### config.mk
export PLATFORM = sky130hd
export DESIGN_NAME = cache_miss_arbiter
export DESIGN_NICKNAME = d
export VERILOG_FILES = /design/src/rtl/cache_pkg.sv /design/src/rtl/miss_arbiter.sv /design/src/rtl/cache_miss_arbiter.sv
export SDC_FILE = /design/constraint.sdc
export NUM_CORES = 1
export LEC_CHECK = 0
export CELL_PAD_IN_SITES_DETAIL_PLACEMENT = 0
export CELL_PAD_IN_SITES_GLOBAL_PLACEMENT = 2
export CORE_MARGIN = 5
export CORE_UTILIZATION = 23
export DETAILED_ROUTE_END_ITERATION = 6
export GPL_ROUTABILITY_DRIVEN = 1
export MAX_ROUTING_LAYER = met4
export PLACE_DENSITY_LB_ADDON = 0.15
export SLEW_MARGIN = 10
export SYNTH_ARGS = -nofsm -noshare
export SYNTH_HDL_FRONTEND = slang
export SYNTH_SLANG_ARGS = --single-unit
### constraint.sdc
create_clock -name clk -period 2.6 [get_ports clk]
set_clock_uncertainty 0.2 [all_clocks]
set_input_delay 0.26 -clock clk [delete_from_list [all_inputs] [get_ports clk]]
set_output_delay 0.26 -clock clk [all_outputs]
set_load 0.02 [all_outputs]
### src/rtl/cache_pkg.sv
// Shared types and default parameter constants for the cache miss fill path.
package cache_pkg;

  localparam int unsigned AddrWDefault = 16;
  localparam int unsigned DataWDefault = 16;
  localparam int unsigned WordsDefault = 8;
  localparam int unsigned NumChDefault = 2;

  typedef enum logic [1:0] {
    StIdle,
    StIssue,
    StDrain,
    StDone
  } fill_state_e;

endpackage

### src/rtl/miss_arbiter.sv
// Picks one pending miss channel. Round-robin when CACHE_MISS_RR_ARB_EN is defined,
// otherwise fixed priority with channel 0 highest.
module miss_arbiter #(
  parameter int unsigned NUM_CH = 2
) (
  input  logic              clk,
  input  logic              rst,
  input  logic [NUM_CH-1:0] req,
  input  logic              update,
  output logic [NUM_CH-1:0] grant
);

`ifdef CACHE_MISS_RR_ARB_EN
  localparam int unsigned PTR_W = (NUM_CH > 1) ? $clog2(NUM_CH) : 1;

  // ptr_q holds the search start, i.e. the channel after the last granted one.
  logic [PTR_W-1:0] ptr_q, ptr_d;
  logic             found;

  always_comb begin
    grant = '0;
    ptr_d = ptr_q;
    found = 1'b0;
    for (int unsigned i = 0; i < NUM_CH; i++) begin
      for (int unsigned c = 0; c < NUM_CH; c++) begin
        if (!found && req[c] &&
            ((32'(ptr_q) + i == c) || (32'(ptr_q) + i == c + NUM_CH))) begin
          found    = 1'b1;
          grant[c] = 1'b1;
          ptr_d    = (c == NUM_CH - 1) ? '0 : PTR_W'(c + 1);
        end
      end
    end
  end

  always_ff @(posedge clk or posedge rst) begin
    if (rst) begin
      ptr_q <= '0;
    end else if (update) begin
      ptr_q <= ptr_d;
    end
  end
`else
  logic unused_rr;
  logic found;

  assign unused_rr = ^{clk, rst, update};

  always_comb begin
    grant = '0;
    found = 1'b0;
    for (int unsigned c = 0; c < NUM_CH; c++) begin
      if (!found && req[c]) begin
        found    = 1'b1;
        grant[c] = 1'b1;
      end
    end
  end
`endif

endmodule

### src/rtl/cache_miss_arbiter.sv
// Serialises cache line fills from several miss channels onto one memory read port.
// Define CACHE_MISS_RR_ARB_EN for round-robin arbitration (fixed priority otherwise).
module cache_miss_arbiter
  import cache_pkg::*;
#(
  parameter int unsigned ADDR_W = AddrWDefault,
  parameter int unsigned DATA_W = DataWDefault,
  parameter int unsigned WORDS  = WordsDefault,
  parameter int unsigned NUM_CH = NumChDefault
) (
  input  logic                       clk,
  input  logic                       rst,
  input  logic [NUM_CH-1:0]          req_valid,
  input  logic [NUM_CH*ADDR_W-1:0]   req_addr,
  output logic                       busy,
  output logic [NUM_CH-1:0]          grant,
  output logic                       mem_en,
  output logic [ADDR_W-1:0]          mem_addr,
  input  logic [DATA_W-1:0]          mem_rdata,
  input  logic                       mem_rvalid,
  output logic                       fill_valid,
  output logic [$clog2(WORDS)-1:0]   fill_idx,
  output logic [DATA_W-1:0]          fill_data,
  output logic                       tag_write,
  output logic [NUM_CH-1:0]          fill_done
);

  localparam int unsigned IDX_W = $clog2(WORDS);
  localparam int unsigned CNT_W = IDX_W + 1;
  localparam int unsigned BYTES = DATA_W / 8;
  localparam int unsigned OFF_W = $clog2(WORDS * BYTES);
  localparam logic [ADDR_W-1:0] OFF_MASK = ADDR_W'((64'd1 << OFF_W) - 64'd1);

  fill_state_e       state_q, state_d;
  logic [NUM_CH-1:0] grant_q, grant_d;
  logic [ADDR_W-1:0] base_q, base_d;
  logic [CNT_W-1:0]  issue_cnt_q, issue_cnt_d;
  logic [CNT_W-1:0]  ret_cnt_q, ret_cnt_d;

  logic [NUM_CH-1:0] arb_grant;
  logic              arb_update;
  logic [ADDR_W-1:0] sel_addr;
  logic              accept;

  miss_arbiter #(
    .NUM_CH (NUM_CH)
  ) u_miss_arbiter (
    .clk    (clk),
    .rst    (rst),
    .req    (req_valid),
    .update (arb_update),
    .grant  (arb_grant)
  );

  always_comb begin
    sel_addr = '0;
    for (int unsigned c = 0; c < NUM_CH; c++) begin
      sel_addr |= req_addr[c*ADDR_W +: ADDR_W] & {ADDR_W{arb_grant[c]}};
    end
  end

  // Returns past the WORDS-th of a fill are dropped so the counter never wraps.
  assign accept = mem_rvalid && (ret_cnt_q < CNT_W'(WORDS));

  always_comb begin
    state_d     = state_q;
    grant_d     = grant_q;
    base_d      = base_q;
    issue_cnt_d = issue_cnt_q;
    ret_cnt_d   = ret_cnt_q;
    arb_update  = 1'b0;
    mem_en      = 1'b0;
    mem_addr    = '0;
    fill_valid  = 1'b0;
    fill_idx    = '0;
    fill_data   = '0;
    tag_write   = 1'b0;
    fill_done   = '0;

    unique case (state_q)
      StIdle: begin
        if (|req_valid) begin
          state_d     = StIssue;
          grant_d     = arb_grant;
          base_d      = sel_addr & ~OFF_MASK;
          issue_cnt_d = '0;
          ret_cnt_d   = '0;
          arb_update  = 1'b1;
        end
      end
      StIssue, StDrain: begin
        fill_valid = accept;
        fill_idx   = ret_cnt_q[IDX_W-1:0];
        fill_data  = mem_rdata;
        if (accept) begin
          ret_cnt_d = ret_cnt_q + 1'b1;
        end
        if (state_q == StIssue) begin
          mem_en      = 1'b1;
          mem_addr    = base_q + ADDR_W'(issue_cnt_q) * ADDR_W'(BYTES);
          issue_cnt_d = issue_cnt_q + 1'b1;
          if (issue_cnt_q == CNT_W'(WORDS - 1)) begin
            state_d = StDrain;
          end
        end else if (ret_cnt_d == CNT_W'(WORDS)) begin
          state_d = StDone;
        end
      end
      StDone: begin
        tag_write = 1'b1;
        fill_done = grant_q;
        grant_d   = '0;
        state_d   = StIdle;
      end
      default: state_d = StIdle;
    endcase
  end

  assign busy  = (state_q != StIdle);
  assign grant = grant_q;

  always_ff @(posedge clk or posedge rst) begin
    if (rst) begin
      state_q     <= StIdle;
      grant_q     <= '0;
      base_q      <= '0;
      issue_cnt_q <= '0;
      ret_cnt_q   <= '0;
    end else begin
      state_q     <= state_d;
      grant_q     <= grant_d;
      base_q      <= base_d;
      issue_cnt_q <= issue_cnt_d;
      ret_cnt_q   <= ret_cnt_d;
    end
  end

endmodule

Word-level counts from Yosys, hierarchy flattened
Index checks and enable logic that the tools add are counted.
{ "op_classes": {"n_addsub": 3, "multipliers": 0, "n_div": 0, "order_cmp": 1, "n_eq_ne": 9, "shifts": 0, "muxes": 24, "bitwise_logic": 3, "reduce_logical": 14} }
{ "ops": {"columns": ["op", "n"], "rows": [
  ["16-bit 2-to-1 mux", 3],
  ["16-bit AND", 2],
  ["16-bit by 5-bit adder with 16-bit output", 1],
  ["4-bit 2-to-1 mux", 4],
  ["16-bit bitwise OR", 1],
  ["4-bit case mux with 2 select lines", 2],
  ["2-bit 2-to-1 mux", 6],
  ["4-bit by 1-bit adder with 4-bit output, second input constant", 2],
  ["1-bit 2-to-1 mux", 6],
  ["3-bit inequality test, second input constant", 2],
  ["2-bit case mux with 3 select lines", 1],
  ["2-bit AND reduction", 3],
  ["3-bit AND reduction", 2],
  ["2-bit nonzero test", 3],
  ["2-bit == test, second input constant", 2],
  ["4-bit by 3-bit == test with 1-bit output, second input constant", 1],
  ["4-bit == test, second input constant", 1],
  ["4-bit less-than comparator, second input constant", 1],
  ["2-bit inequality test, second input constant", 2],
  ["2-bit case mux with 2 select lines", 1],
  ["2-bit OR reduction", 2],
  ["3-bit 2-to-1 mux", 1],
  ["2-bit by 1-bit == test with 1-bit output, second input constant", 1],
  ["1-bit logical AND", 2],
  ["other kinds (2)", 2]
]} }
{ "word_totals": {"register_bits": 24, "latchBits": 0, "mem_bits_rw": 0, "romBits": 0, "output_inout_bits": 43, "word_cells": 59, "memories": 0} }

Logic depth before layout (Yosys ltp)
Gate-level depths: netlist of the first run.
{ "depth": {"ltp_word": 8, "depth_mapped": 6, "depth_no_buf": 6} }

Cells and area by module
Synthesis of the first run repeated with hierarchy kept, for this count alone.
{ "unflattened": {"cells_unflattened": 214, "area_unflattened_um2": 1754.2} }
{ "modules_own_cells": {"columns": ["mod", "instances", "cells_per_inst", "area_per_inst_um2", "seq_area_each_um2"], "rows": [
  ["cache_miss_arbiter", 1, 212, 1732.9, 600.6],
  ["miss_arbiter", 1, 2, 21.3, 0.0]
]} }

Worst setup path before layout of the first run
OpenSTA, ideal clock, no wires.
{ "synth_path": {"kind": "reg2out", "start": "register issue_cnt_q[3]", "end": "output mem_addr[14]", "t_arrival_ns": 1.555, "required_ns": 2.140, "setup_slack_ns": 0.585, "path_stages_with_launch": 7, "cell_sequence": "dfrtp_1 ha_1 ha_1 nand3_1 nor4_1 xnor2_1 nor2_1"} }
{ "synth_via": {"elab_chain_cells": 3} }
{ "synth_rtl": {"columns": ["element", "line", "rtl"], "rows": [
  ["start: declaration", "cache_miss_arbiter.sv:37", "logic [CNT_W-1:0] issue_cnt_q, issue_cnt_d;"],
  ["start signal: assignment", "cache_miss_arbiter.sv:133", "issue_cnt_q <= issue_cnt_d;"],
  ["16-bit by 5-bit adder with 16-bit output", "cache_miss_arbiter.sv:100", "mem_addr = base_q + ADDR_W'(issue_cnt_q) * ADDR_W'(BYTES);"],
  ["16-bit 2-to-1 mux", "cache_miss_arbiter.sv:98", "if (state_q == StIssue) begin"],
  ["16-bit 2-to-1 mux", "cache_miss_arbiter.sv:80", "unique case (state_q)"],
  ["end: declaration", "cache_miss_arbiter.sv:18", "output logic [ADDR_W-1:0] mem_addr,"]
]} }
Every way passes these cells.

Worst setup path after layout of the first run
{ "layout_path": {"start": "register state_q[1]", "end": "output mem_addr[3]"} }
{ "layout_via": {"elab_chain_cells": 3, "elab_cells_between_ends": 5} }
{ "layout_rtl": {"columns": ["element", "line", "rtl"], "rows": [
  ["start: declaration", "cache_miss_arbiter.sv:34", "fill_state_e state_q, state_d;"],
  ["start signal: assignment", "cache_miss_arbiter.sv:124", "state_q <= StIdle;"],
  ["start signal: assignment", "cache_miss_arbiter.sv:130", "state_q <= state_d;"],
  ["2-bit by 1-bit == test with 1-bit output / 2-bit == test (equally long branches)", "cache_miss_arbiter.sv:80, cache_miss_arbiter.sv:98", null],
  ["16-bit 2-to-1 mux / 2-bit OR reduction (equally long branches)", "cache_miss_arbiter.sv:98, cache_miss_arbiter.sv:80", null],
  ["16-bit 2-to-1 mux *", "cache_miss_arbiter.sv:80", null]
]} }
Mark *: on every way between the ends. The rest lies on a longest branch, timed or not.

==> results.sh, run 1 <==
export IMPL_cts_buffer_depth=2
export IMPL_dp_hpwl_mm=4.53
export IMPL_worstPathRequired_ns=2.14
export IMPL_status="finished, final reports clean"
export IMPL_antenna_found_initial=0
export IMPL_setup_violations=0
export IMPL_grt_util_all_layers=0.125
export IMPL_slowest_delay_ns=0.60
export IMPL_yosysWarnings=0
export IMPL_finish_net_count=366
export IMPL_r2r_start="state_q[1]"
export IMPL_drtIter0Drc=60
export IMPL_hold_viol_final=0
export IMPL_min_period_ns=2.45
export IMPL_rows=32
export IMPL_synth_seq_cells=24
export IMPL_die_y_um=98.4
export IMPL_netlist_area_um2=1800
export IMPL_syn_avg_cell_area_um2=8.31
export IMPL_worstMarginPinSlew_ns=0.974
export IMPL_pwr_share_clk=0.102
export IMPL_cts_tree="yes"
export IMPL_synthSimpleGateAreaFrac=0.309
export IMPL_synthMuxAreaShare=0.0111
export IMPL_antenna_cells=0
export IMPL_p_comb_frac=0.669
export IMPL_drv_slew=0
export IMPL_r2r_end="issue_cnt_q[2]"
export IMPL_ios=96
export IMPL_finalInstanceArea_um2=2940
export IMPL_cp_num_buf_inv=3
export IMPL_period_share=0.942
export IMPL_synth_compound_area_frac=0.198
export IMPL_synthFlopType="dfrtp_1"
export IMPL_p_int_mw=1.76
export IMPL_synth_xor_area_share=0.0488
export IMPL_slowest_stage="clkdlybuf4s50_1"
export IMPL_portBuffers=86
export IMPL_synth_top_area_frac=0.334
export IMPL_synth_area_top_cells="dfrtp_1 (33%), and2_1 (9.1%), o21ai_0 (5.9%), a22oi_1 (5.4%), nand2_1 (5.0%)"
export IMPL_cts_root_buffer="clkbuf_8"
export IMPL_core_region_area_um2=7650
export IMPL_setup_slack_ns=0.150
export IMPL_grt_pass1_wl_mm=9.78
export IMPL_vias=1804
export IMPL_syn_to_final_growth_pct=63.9
export IMPL_cts_buffers_inserted=3
export IMPL_synth_seq_area_share=0.334
export IMPL_worstSetupPathType="reg2out"
export IMPL_worst_skew_pair_late_latency_ns=0.27
export IMPL_synth_top_area_cell="dfrtp_1"
export IMPL_synth_top_family_by_area="simple AND/OR/NAND/NOR gates"
export IMPL_ir_drop_uv=388
export IMPL_seq_power_share=0.228
export IMPL_routabilityCongestion=0.754
export IMPL_synth_edf_count=0
export IMPL_crit_path_end_kind="primary output"
export IMPL_critPathLaunch="state_q[1]"
export IMPL_arrival_ns=1.99
export IMPL_path_clk_slew_ns=0.09
export IMPL_dpl_worst_slack_ns=0.101
export IMPL_routed_wl_mm=5.87
export IMPL_max_freq_mhz=408
export IMPL_syn_inst=216
export IMPL_relSlewSlack=0.348
export IMPL_startpoint_type="register"
export IMPL_drc=0
export IMPL_fp_dieW_um=98.4
export IMPL_rrSetupSlack_ns=0.50
export IMPL_synth_fa_ha_area_frac=0.0488
export IMPL_power_switching_mw=1.53
export IMPL_critical_path_top_delay_family="buffers and inverters"
export IMPL_hold_ws_ns=0.135
export IMPL_worstPathCellList="inv_1, ha_2, buf_4, and2_1, clkdlybuf4s50_1"
export IMPL_p_leak_nw=1.55
export IMPL_htreeDepth=1
export IMPL_hold_class="in2async"
export IMPL_first_global_vias=1916
export IMPL_antenna_left=0
export IMPL_drtPass1Iterations=4
export IMPL_synth_cell_types=43
export IMPL_grt_setup_unrepaired="no"
export IMPL_via_per_inst=4.43
export IMPL_cts_sinks=24
export IMPL_rr_worst_depth=6
export IMPL_swShare=0.464
export IMPL_grt_remaining_overflow=0
export IMPL_drive_gt1_frac=0.0984
export IMPL_fin_cells=407
export IMPL_power_mw=3.28
export IMPL_start_util=0.235
export IMPL_path_max_fanout=13
export IMPL_wire_per_inst_um=14.4
export IMPL_utilization=0.385
export IMPL_timing_setup_tns_ns=0
export IMPL_async_flop_share=1.00
export IMPL_dpl_cell_area_um2=2820
export IMPL_die_area_um2=9670
export IMPL_placed_cells=403
export IMPL_maxCapViolations=0
export IMPL_grt_max_degree=31
export IMPL_synth_nets=276
export IMPL_power_per_cell_area_nw_per_um2=1120
[logic make-up (layout without fill, tap and decap cells)]
group                    count (synthesis)  in the layout
flip-flops                              24             24
multiplexers                             2              2
buffers and inverters                   19            108
other                                    1              1
AND/OR/NAND/NOR                         99             99
adder cells (fa/ha/maj)                  7              7
AO/OA/AOI/OAI                           54             54
XOR/XNOR                                10             10
[repair_timing]
action                     in CTS  in global routing
buffers inserted                0                  0
setup endpoints to repair      16                 27
gates resized for setup         7                 30
hold buffers                    0                  0
[power by group through the flow]
stage | Sequential, mW | Clock [mW] | Combinational, mW
6_report | 0.750 | 0.335 | 2.20
5_1_grt | 0.786 | 0.362 | 2.44
4_1_cts | 0.752 | 0.349 | 2.29
3_5_place_dp | 0.759 | 0 | 2.30
3_3_place_gp | 0.756 | 0 | 2.31
2_1_floorplan | 0.712 | 0 | 1.32
[Yosys cell counts (3+ instances only)]
| library cell | number |
|---|---|
| nor2_1 | 19 |
| a22oi_1 | 13 |
| nand2_1 | 24 |
| buf_2 | 4 |
| nand3_1 | 5 |
| and3_1 | 3 |
| nand4_1 | 4 |
| o21ai_0 | 21 |
| a21oi_1 | 6 |
| a31oi_1 | 3 |
| nor3_1 | 4 |
| clkbuf_1 | 4 |
| and2_1 | 26 |
| xnor2_1 | 7 |
| dfrtp_1 | 24 |
| ha_1 | 7 |
| xor2_1 | 3 |
| inv_1 | 8 |
[routing by layer]
metal	vias up	routed length [um]	track usage
li1	937	-	-
met1	825	2590	0.154
met2	40	3020	0.217
met3	2	238	0.0264
met4	0	27	0.0137
met5	-	0	-
[worst max path at each step]
| stage | depth (start not counted) | endpoint | slack, ns |
|---|---|---|---|
| 2_1_floorplan | 6 | mem_addr[14] | 0.59 |
| 3_3_place_gp | 7 | mem_addr[14] | 0.11 |
| 3_5_place_dp | 7 | mem_addr[14] | 0.10 |
| 4_1_cts | 6 | fill_valid | 0.02 |
| 5_1_grt | 6 | mem_addr[15] | 0.01 |
| 6_report | 5 | mem_addr[3] | 0.15 |
[worst min-delay path, cell delays in order]
cell	delay [ns]
clkdlybuf4s50_1	0.40
inv_1	0.05
buf_4	0.30
[cell type report]
| class | count | area [um2] |
|---|---|---|
| Timing Repair Buffer | 96 | 993 |
| Fill cell | 805 | 4700 |
| Clock inverter | 1 | 30.0 |
| Multi-Input combinational cell | 173 | 1120 |
| Inverter | 8 | 30.0 |
| Clock buffer | 3 | 41.3 |
| Tap cell | 102 | 128 |
| Sequential cell | 24 | 602 |
[flip-flops by register name (all words and copies together) (netlist names)]
signal and count:
base_q 12, issue_cnt_q 4, ret_cnt_q 4, grant 2
state_q 2
[cells in the final DEF (no fill, tap or decap), types with 2 or more instances in the layout]
| master | netlist | routed |
|---|---|---|
| a31oi_1 | 3 | 3 |
| dfrtp_1 | 24 | 23 |
| nand3_1 | 5 | 5 |
| xor2_1 | 3 | 3 |
| nand4_1 | 4 | 4 |
| ha_1 | 7 | 6 |
| and3_1 | 3 | 3 |
| nand2_1 | 24 | 24 |
| buf_4 | 2 | 9 |
| clkdlybuf4s50_1 | 0 | 56 |
| nor2_1 | 19 | 19 |
| dlygate4sd2_1 | 0 | 4 |
| inv_1 | 8 | 8 |
| xnor2_1 | 7 | 7 |
| a21oi_1 | 6 | 6 |
| clkbuf_8 | 0 | 3 |
| nand2b_1 | 2 | 2 |
| a22oi_1 | 13 | 13 |
| dlymetal6s2s_1 | 0 | 24 |
| clkbuf_2 | 1 | 2 |
| and2_1 | 26 | 26 |
| nor3_1 | 4 | 4 |
| a22o_1 | 2 | 2 |
| nor2b_1 | 2 | 2 |
| nor4_2 | 2 | 3 |
| mux2i_1 | 2 | 2 |
| o21ai_0 | 21 | 21 |
(Power assumes the default switching activity.)
==> run 2: changes to the inputs <==
PLACE_DENSITY = 0.84   (was unset)
PLACE_DENSITY_LB_ADDON = unset   (was 0.15)
SETUP_SLACK_MARGIN = 0.4   (was unset)
==> run 2 against run 1 <==
  * Sequential power is 1% higher
  * Routed wire length decreased by 4.4%
  * Die area is the same
==> results.sh, run 2 (same netlist as run 1, synthesis figures left out) <==
export IMPL_ir_drop_uv=417
export IMPL_cts_buffer_depth=2
export IMPL_cts_root_buffer="clkbuf_8"
export IMPL_ios=96
export IMPL_grt_max_degree=31
export IMPL_dpl_worst_slack_ns=0.131
export IMPL_cp_num_buf_inv=1
export IMPL_drive_gt1_frac=0.215
export IMPL_portBuffers=86
export IMPL_drv_slew=0
export IMPL_routabilityCongestion=0.797
export IMPL_die_area_um2=9670
export IMPL_startpoint_type="register"
export IMPL_slowest_delay_ns=0.38
export IMPL_vias=1848
export IMPL_die_y_um=98.4
export IMPL_finish_net_count=368
export IMPL_maxCapViolations=0
export IMPL_drtIter0Drc=83
export IMPL_path_max_fanout=3
export IMPL_p_leak_nw=1.27
export IMPL_power_per_cell_area_nw_per_um2=1150
export IMPL_grt_remaining_overflow=0
export IMPL_grt_pass1_wl_mm=8.93
export IMPL_antenna_found_initial=0
export IMPL_routed_wl_mm=5.62
export IMPL_fp_dieW_um=98.4
export IMPL_period_share=0.857
export IMPL_reg_top3="base_q (12), issue_cnt_q (4), ret_cnt_q (4)"
export IMPL_antenna_cells=0
export IMPL_finalInstanceArea_um2=2970
export IMPL_setup_violations=0
export IMPL_start_util=0.235
export IMPL_grt_setup_unrepaired="yes"
export IMPL_crit_path_end_kind="primary output"
export IMPL_fillers=782
export IMPL_largest_register_ffs=12
export IMPL_arrival_ns=1.77
export IMPL_drc=0
export IMPL_worstSetupPathType="reg2out"
export IMPL_cts_sinks=24
export IMPL_drtPass1Iterations=4
export IMPL_max_freq_mhz=449
export IMPL_cts_buffers_inserted=3
export IMPL_dpl_cell_area_um2=2810
export IMPL_regMostFlops="base_q"
export IMPL_timing_setup_tns_ns=0
export IMPL_setup_slack_ns=0.371
export IMPL_worstPathRequired_ns=2.14
export IMPL_worstPathCellList="ha_2, ha_1, and3_4, nand4_1, xor2_1, nor2_1, buf_2"
export IMPL_core_region_area_um2=7650
export IMPL_most_common_layout_cells="clkdlybuf4s50_1 (47), and2_1 (26), nand2_1 (24), dfrtp_1 (24), clkdlybuf4s15_2 (22)"
export IMPL_rows=32
export IMPL_critical_path_top_delay_family="simple AND/OR/NAND/NOR gates"
export IMPL_syn_to_final_growth_pct=65.4
export IMPL_min_period_ns=2.23
export IMPL_via_per_inst=4.52
export IMPL_hold_viol_final=0
export IMPL_first_global_vias=1791
export IMPL_antenna_left=0
export IMPL_worst_skew_pair_late_latency_ns=0.27
export IMPL_mostFrequentLayoutCell="clkdlybuf4s50_1"
export IMPL_hold_class="in2async"
export IMPL_worstMarginPinSlew_ns=0.836
export IMPL_status="finished, final reports clean"
export IMPL_grt_util_all_layers=0.116
export IMPL_dp_hpwl_mm=4.29
export IMPL_slowest_stage="dfrtp_1"
export IMPL_wire_per_inst_um=13.7
export IMPL_cts_tree="yes"
export IMPL_path_clk_slew_ns=0.09
export IMPL_relSlewSlack=0.441
export IMPL_htreeDepth=1
export IMPL_holdBufCountCts=0
## run 2: changes by cell type in the layout (fill, tap and decap cells not counted), moves of 3 or more
cell and delta:
buf_2 +3, buf_4 +4, clkdlybuf4s15_2 +22, clkdlybuf4s50_1 -9, dlymetal6s2s_1 -23, ha_1 -3
## run 2: path summary, 6_finish.rpt
path	from	to	slack, ns	depth (start not counted)
worst max-delay path	issue_cnt_q[3]	mem_addr[12]	0.37	7
worst min-delay path	rst	base_q[11]	0.14	3
worst max register to register	state_q[1]	state_q[0]	0.67	6
worst min register to register	base_q[15]	base_q[15]	0.34	2
max in group asynchronous	rst	grant[1]	1.82	3
min in group clk	base_q[15]	base_q[15]	0.34	2
## run 2: through the flow
stage               utilization  instances  total power, mW  hold slack, ns
floorplan                     -        216             2.04          0.0746
global placement          0.367        402             3.01           0.283
detailed placement        0.367        402             3.04           0.284
CTS                       0.383        407             3.32           0.146
global route              0.388        409             3.68           0.178
finish                    0.388        409             3.40           0.142
## run 2: worst reg2reg max path, stage by stage, from the launching register on
cell      delay, ns
dfrtp_1        0.41
inv_1          0.14
ha_4           0.20
nor3b_4        0.43
a31oi_1        0.15
a21boi_1       0.18
nor3_2         0.15
## run 2: what timing repair did
action	4_1_cts	5_1_grt
pin swaps	3	3
cloned	0	1
setup endpoints to repair	39	34
buffers inserted	1	1
resized for setup	110	16
## run 2: final cells by class
class                   count  area, um2  share of cell area
multi-input cells         173       1170               0.395
flip-flops and latches     24        601               0.202
well taps                 102        128              0.0430
repair buffers             98        967               0.326
inverters                   8       30.0              0.0101
clock inverters             1       30.0              0.0101
clock buffers               3       41.3              0.0139
## run 2: power breakdown
group,leakage [nW],internal [mW],switching (mW)
sequential,0.305,0.541,0.217
clock,0.0357,0.206,0.126
combinational,0.932,1.08,1.24
## run 2: per-layer routing
metal / routed length (um) / global-route usage / vias to the layer above
li1: - / - / 939
met1: 2670 / 0.153 / 870
met2: 2760 / 0.188 / 34
met3: 122 / 0.0129 / 5
met4: 63 / 0.0315 / 0
met5: 0 / - / -
==> RTL change: new RTL, flow settings as in run 2 <==
Build with the macro `CACHE_MISS_RR_ARB_EN` defined.
--- a/src/rtl/miss_arbiter.sv
+++ b/src/rtl/miss_arbiter.sv
@@ -2,2 +2,4 @@
 // otherwise fixed priority with channel 0 highest.
+`define CACHE_MISS_RR_ARB_EN
+
 module miss_arbiter #(
Check against the original RTL: no difference found for any inputs over 10 cycles, from zero or initial values and one cycle with rst high; that may be too few to reach the edited logic, so the function may still have changed.
==> RTL change against run 2 <==
- design area shrank 3.2%
- area after synthesis shrank 0.35%
- non-clock buffer count grew 3
- routed wire length grew 3.0%
- total power shrank 8.7%
- register-to-register slack lost 20 ps
- sequential cell count grew 1
- setup slack lost 43 ps
- critical path type unchanged
- largest power group unchanged
==> RTL change: results (changes against run 2) <==
first-pass GRT wire length: 9308 um (+4.3%)
status: finished, final reports clean
Synth Area per Inst: 8.361 um2 (+0.58%)
Leak Pwr: 0.001309 uW (+2.9%)
fraction of layout cells with a size suffix above 1: 0.1531 (-0.06189)
GRT Util Overall: 0.1218 (+0.006127)
sequential share of power: 0.243 (+0.020)
unique cell type count in the Yosys netlist: 44 (+2.3%)
critical path's slowest cell: or4_4
largest cells by area after synthesis: dfrtp_1, and2_1, nand2_1
placed instance area: 2803 um2 (-0.22%)
DP Wirelength: 4307 um (+0.51%)
CP max stage delay: 440 ps (+60 ps)
final wirelength: 5782 um (+3.0%)
synth cell count leaders: nand2_1, dfrtp_1, and2_1
Place WS: 108.6 ps (-22.06 ps)
WP data arrival: 1810 ps (+40 ps)
clock network fraction of total power: 0.077 (-0.020)
drt via density: 4.575 (+1.2%)
pin count of the biggest net entering global routing: 37 (+19%)
initial drt markers: 92 (+11%)
switching power: 1516 uW (-4.0%)
via count: 1871 (+1.2%)
peak supply drop: 0.4069 mV (-2.3%)
power density over the cells: 1082 nW/um2 (-5.7%)
==> RTL change: cells by family after synthesis <==
logic type                 count (synthesis)  share of synthesized area
adders and majority gates                  7                    0.04895
buffers and inverters                     21                    0.05524
DFF                                       25                     0.3497
other                                      1                   0.002096
AOI/OAI and AO/OA                         53                     0.2098
xor gates and xnor gates                  10                    0.04895
muxes                                      1                   0.005595
and+or+nand+nor                           96                     0.2797
==> RTL change: layout make-up <==
class	count	area [um2]
fillers	799	4772
repair buffers	101	909.6
clock buffers	4	45.04
well taps	102	127.6
flip-flops and latches	25	625.6
inverters	9	33.78
multi-input cells	168	1134
==> RTL change: layer usage <==
layer | part of all wire | vias to the layer above | GRT usage | routed length (um)
met1 | 0.47 | 860 | 0.1619 | 2733
met4 | 0.017 | 0 | 0.04517 | 100
met3 | 0.052 | 7 | 0.01786 | 300
li1 | - | 936 | - | -
met5 | 0 | - | - | 0
met2 | 0.46 | 68 | 0.1880 | 2647
==> RTL change: path summary, 6_finish.rpt <==
check,start,end,slack (ps)
max reg2reg,state_q[1]$_DFFE_PP0P_,state_q[0]$_DFFE_PP0P_,650
min,rst,issue_cnt_q[3]$_DFFE_PP0P_,140
min reg2reg,base_q[15]$_DFFE_PP0P_,base_q[15]$_DFFE_PP0P_,330
max in group asynchronous,rst,base_q[9]$_DFFE_PP0P_,1790
max,base_q[4]$_DFFE_PP0P_,mem_addr[15],330
min in group clk,base_q[15]$_DFFE_PP0P_,base_q[15]$_DFFE_PP0P_,330
==> RTL change: repair_timing <==
| action | 4_1_cts | 5_1_grt |
|---|---|---|
| gates resized for setup | 78 | 20 |
| endpoints found under the setup margin | 39 | 32 |
| setup buffers | 3 | 0 |
| pin swaps | 2 | 3 |
